<file path="config.mk">
export PLATFORM = sky130hd
export DESIGN_NAME = mips_lsu
export DESIGN_NICKNAME = d
export VERILOG_FILES = /design/src/rtl/mips_lsu.sv
export SDC_FILE = /design/constraint.sdc
export NUM_CORES = 1
export LEC_CHECK = 0
export CELL_PAD_IN_SITES_DETAIL_PLACEMENT = 2
export CELL_PAD_IN_SITES_GLOBAL_PLACEMENT = 2
export CORE_AREA = 2 2 127 141
export CTS_CLUSTER_SIZE = 40
export DETAILED_ROUTE_END_ITERATION = 16
export DIE_AREA = 0 0 129 143
export DONT_BUFFER_PORTS = 1
export GPL_ROUTABILITY_DRIVEN = 1
export GPL_TIMING_DRIVEN = 0
export PLACE_DENSITY = 0.81
export SYNTH_ARGS = -nofsm -noshare
export SYNTH_HDL_FRONTEND = slang
export SYNTH_SLANG_ARGS = --single-unit
</file>
<file path="constraint.sdc">
create_clock -name CLK -period 2.5 [get_ports CLK]
set_clock_uncertainty 0.15 [all_clocks]
set_input_delay 0.5 -clock CLK [delete_from_list [all_inputs] [get_ports CLK]]
set_output_delay 0.5 -clock CLK [all_outputs]
set_load 0.01 [all_outputs]
</file>
<file path="src/rtl/mips_lsu.sv">
// rtl/mips_lsu.sv - tinymips LW/SW load/store unit
// Decodes LW/SW, forms the effective address, runs the memory handshake and returns load write-back.
module mips_lsu #(
  parameter int MAX_WAIT = 255
) (
  input  logic        CLK,
  input  logic        RST,
  input  logic        instr_valid,
  input  logic [31:0] instr,
  output logic        instr_ready,
  input  logic [31:0] rs_data,
  input  logic [31:0] rt_data,
  output logic        mem_req,
  output logic        mem_we,
  output logic [31:0] mem_addr,
  output logic [31:0] mem_wdata,
  input  logic        mem_ack,
  input  logic [31:0] mem_rdata,
  output logic        wb_valid,
  output logic [4:0]  wb_addr,
  output logic [31:0] wb_data,
  output logic        err,
  output logic [1:0]  err_code
);

  localparam logic [5:0] OP_LW    = 6'h23;
  localparam logic [5:0] OP_SW    = 6'h2B;
  localparam logic [7:0] CNT_LAST = 8'(MAX_WAIT - 1);

  typedef enum logic [1:0] {IDLE, REQ, WB} state_t;

  state_t      state, state_nxt;
  logic [7:0]  wait_cnt;
  logic        accept;
  logic [5:0]  opcode;
  logic [31:0] eff_addr;
  logic        op_ok;
  logic        aligned;
  logic        timeout;
  logic        unused_rs_field;

  assign unused_rs_field = ^instr[25:21];

  assign accept   = (state == IDLE) && instr_valid;
  assign opcode   = instr[31:26];
  assign eff_addr = rs_data + {{16{instr[15]}}, instr[15:0]};
  assign op_ok    = (opcode == OP_LW) || (opcode == OP_SW);
  assign aligned  = (eff_addr[1:0] == 2'b00);
  // An ack in the last allowed cycle takes priority over the timeout.
  assign timeout  = (state == REQ) && !mem_ack && (wait_cnt == CNT_LAST);

  always_ff @(posedge CLK or negedge RST) begin
    if (!RST) begin
      state <= IDLE;
    end else begin
      state <= state_nxt;
    end
  end

  always_comb begin
    state_nxt = state;
    case (state)
      IDLE: begin
        if (accept && op_ok && aligned) begin
          state_nxt = REQ;
        end
      end
      REQ: begin
        if (mem_ack) begin
          state_nxt = mem_we ? IDLE : WB;
        end else if (timeout) begin
          state_nxt = IDLE;
        end
      end
      WB:      state_nxt = IDLE;
      default: state_nxt = IDLE;
    endcase
  end

  always_comb begin
    instr_ready = (state == IDLE);
    mem_req     = (state == REQ);
  end

  always_ff @(posedge CLK or negedge RST) begin
    if (!RST) begin
      mem_we    <= 1'b0;
      mem_addr  <= 32'h0;
      mem_wdata <= 32'h0;
      wb_valid  <= 1'b0;
      wb_addr   <= 5'h0;
      wb_data   <= 32'h0;
      err       <= 1'b0;
      err_code  <= 2'b00;
      wait_cnt  <= 8'h0;
    end else begin
      err      <= 1'b0;
      wb_valid <= 1'b0;
      if (accept) begin
        mem_we    <= (opcode == OP_SW);
        mem_addr  <= eff_addr;
        mem_wdata <= rt_data;
        wb_addr   <= instr[20:16];
        wait_cnt  <= 8'h0;
        if (!op_ok) begin
          err      <= 1'b1;
          err_code <= 2'b01;
        end else if (!aligned) begin
          err      <= 1'b1;
          err_code <= 2'b10;
        end
      end else if (state == REQ) begin
        if (mem_ack) begin
          if (!mem_we) begin
            wb_data  <= mem_rdata;
            // Register 0 is hardwired; WB is still visited but no write strobe.
            wb_valid <= (wb_addr != 5'h0);
          end
        end else begin
          wait_cnt <= wait_cnt + 8'h1;
          if (timeout) begin
            err      <= 1'b1;
            err_code <= 2'b11;
          end
        end
      end
    end
  end

endmodule
</file>
==> flow_summary_export.csv <==
group,metric,value,unit
synth,syn_nets,832,
setup_path,crit_fanout,6,
flow_run,max_cap_viol_count,0,
drt,ant_nets,0,
sta,clock.fmax,414,MHz
sta,drv_slew,0,
clock_tree,cts_made_buffers,17,
die,pin_count,240,
global_route,grtUsageTotal,23.3,%
sta,hold_ws,-380,ps
pwr,p_leak,0.00334,uW
synth,yosysSeqAreaShare,46.9,%
drt,vias,5198,
synth,synth_area_per_cell,9.29,um2
drt,via_per_inst,5.58,
synth,ys_ff_latch,116,
outcome,outcome,"complete, but fails checks",
pwr,power.density,804,nW/um2
drt,initialDrtViolationCount,166,
cells_and_area,area_delta_synth_final,16.6,%
drt,totalWireLength,22000,um
drt,drtPass1Iterations,5,
die,dieArea,18400,um2
clock_tree,clk_pin_slew,70,ps
die,std_cell_rows,50,
drt,drt-wirelength-per-cell,23.6,um
clock_tree,cts_buffer_depth,2,
sta,setup_violations,0,
cells_and_area,drive_above_1_share,14.0,%
setup_path,path_class,"input pin to flip-flop",
sta,tightest_slew,648,ps
synth,ys.flop_type,"dfrtp_1",
cells_and_area,nFillCells,1851,
die,core,17000,um2
synth,netlist_area,6180,um2
synth,synth_top_family_by_area,"simple AND/OR/NAND/NOR gates",
clock_tree,h-tree-depth,4,
sta,worst_slack,86.0,ps
synth,syn_inst,666,
placement,dp.cells,900,
drt,drc_errors,0,
synth,synthMuxAreaShare,6.17,%
global_route,grt_pass1_wl,32600,um
pwr,fin_total_pwr,5800,uW
sta,finalCritPeriodShare,96.6,%
sta,slew-limit-headroom,56.8,%
clock_tree,cts_root_buffer,"clkbuf_16",
synth,async_flop_share,100,%
cells_and_area,nNetsFinal,851,
die,dieWidth,129,um
cells_and_area,multi_input_area,3270,um2
setup_path,worstPathRequired,2670,ps
synth,synth_edf_count,0,
clock_tree,numClockSinks,116,
cells_and_area,finish.utilization,42.5,%
global_route,overflow,0,
global_route,antenna_found_initial,0,
global_route,grt_max_degree,117,
setup_path,critPathArrivalTime,2580,ps
placement,port_buffers,0,
synth,yosys.area_share.simple,19.1,%
sta,hold_viol,116,
cells_and_area,seqCellArea,2900,um2
placement,place_hpwl,16200,um
clock_tree,cts_tree,"done",
cells_and_area,fin_cells,932,
global_route,grt_pass1_vias,5772,
sta,fin_crit,2410,ps
cells_and_area,n_antenna_cell,0,
setup_path,startpoint_type,"input pin",
die,fp.dieH,143,um
synth,yosysWarnings,0,
synth,synth_compound_gate_area_share,14.7,%
setup_path,end_kind,"flip-flop",
synth,synth_xor_area_share,3.97,%
synth,synth-adder-area-share,7.00,%
hold_path,hold_class,"input pin to asynchronous set/reset pin",
synth,netlist-cell-type-count,50,
pwr,ir_drop,0.000535,V
outcome,violations,"negative hold slack",
die,initial_utilization,36.5,%
clock_tree,clk_latency,420,ps
placement,gp_congestion,0.799,
placement,pre_cts_slack,-544,ps
## worst paths after layout
kind | from | to | slack [ps] | depth (start not counted)
setup / recovery | instr[9] | mem_addr[31] | 90 | 8
min in group CLK | rt_data[18] | mem_wdata[18] | 30 | 2
max in group asynchronous | RST | mem_addr[30] | 2430 | 0
hold reg to reg | mem_wdata[26] | mem_wdata[26] | 400 | 2
setup reg to reg | state[0] | wb_data[25] | 140 | 5
hold / removal | RST | wb_data[7] | -380 | 0
## worst max-delay path, cell delays in order
cell,delay [ps]
ha_4,250
a21oi_1,350
o211ai_1,280
a21o_1,280
a211oi_4,380
a2111oi_4,130
mux2i_1,140
a211o_1,260
## synth_stat cells, drive strengths merged (8+ instances only)
cell type | instances | area [um2]
clkbuf | 24 | 90.1
xor2 | 16 | 140
a21o | 14 | 105
nand2 | 177 | 667
mux2 | 33 | 372
nand3 | 15 | 75.1
o21ai | 43 | 215
nor2 | 32 | 120
nand4 | 12 | 75.1
ha | 33 | 413
xnor2 | 12 | 105
dfrtp | 116 | 2900
a21oi | 46 | 230
nor3 | 8 | 40.0
## kinds of logic (layout without fill, tap and decap cells)
kind of cell | Yosys count | after routing
AO/OA/AOI/OAI | 145 | 145
XOR/XNOR | 28 | 28
adder cells (fa/ha/maj) | 34 | 34
buffers and inverters | 35 | 67
flip-flops | 116 | 116
multiplexers | 34 | 34
AND/OR/NAND/NOR | 274 | 274
## layer usage
layer  vias to the layer above  share of wire (%)  routed length, um  track usage (%)
met5                         -                  0                  0                0
met4                         0                1.9                414             7.04
met3                        33                8.0               1770             7.98
met2                       206                 53              11700             44.2
met1                      2597                 37               8120             24.0
li1                       2362                  -                  -                -
## stage by stage
stage	setup TNS [ps]	cell area [um2]	hold slack (ps)
6_report	0	7210	-380
5_1_grt	-8.53	7210	-402
4_1_cts	0	7170	-398
3_5_place_dp	-11030	6550	57.4
3_3_place_gp	-10020	6550	58.0
2_1_floorplan	-7.63	6260	54.4
## repair_timing
item,4_1_cts,5_1_grt
gates resized for setup,9,11
endpoints found under the hold margin,116,116
buffers inserted,0,1
pin swaps,0,1
setup endpoints to repair,38,30
## layout by cell type, fill, tap and decap left out, types with 4 or more instances in the layout
master     instances
o211ai_1           5
clkbuf_1          13
ha_1              28
inv_1              6
xor2_1            16
nand4_1           12
o21a_1             7
o21ai_0           40
or3_1              4
mux2_2            33
and3_1             5
nor2_1            31
and2_1             5
dfrtp_1          116
inv_6              4
clkbuf_16         17
nand2_1          175
ha_4               5
a21o_1            14
xnor2_1           12
nor3_1             8
nor2b_1            4
clkbuf_2          10
nand3_1           14
a21oi_1           43
buf_1              4
## sequential cells by signal, summed over array words and instances, names as in the netlist
signal	count
err	1
err_code	2
mem_addr	32
mem_wdata	32
mem_we	1
state	2
wait_cnt	8
wb_addr	5
wb_data	32
wb_valid	1
## area by class of cell
| type | instances | area share [%] |
|---|---|---|
| Multi-Input combinational cell | 515 | 45.3 |
| Sequential cell | 116 | 40.3 |
| Clock buffer | 17 | 5.90 |
| Tap cell | 234 | 4.06 |
| Clock inverter | 15 | 2.38 |
| Buffer | 28 | 1.65 |
| Inverter | 6 | 0.312 |
| Timing Repair Buffer | 1 | 0.104 |
## where the power goes
| part | leakage [uW] | total, uW | switching, uW | internal (uW) |
|---|---|---|---|---|
| sequential | 0.00148 | 2420 | 309 | 2110 |
| combinational | 0.00158 | 868 | 519 | 349 |
| clock | 0.000285 | 2510 | 1020 | 1490 |
Power figures use the tool's default switching activity.
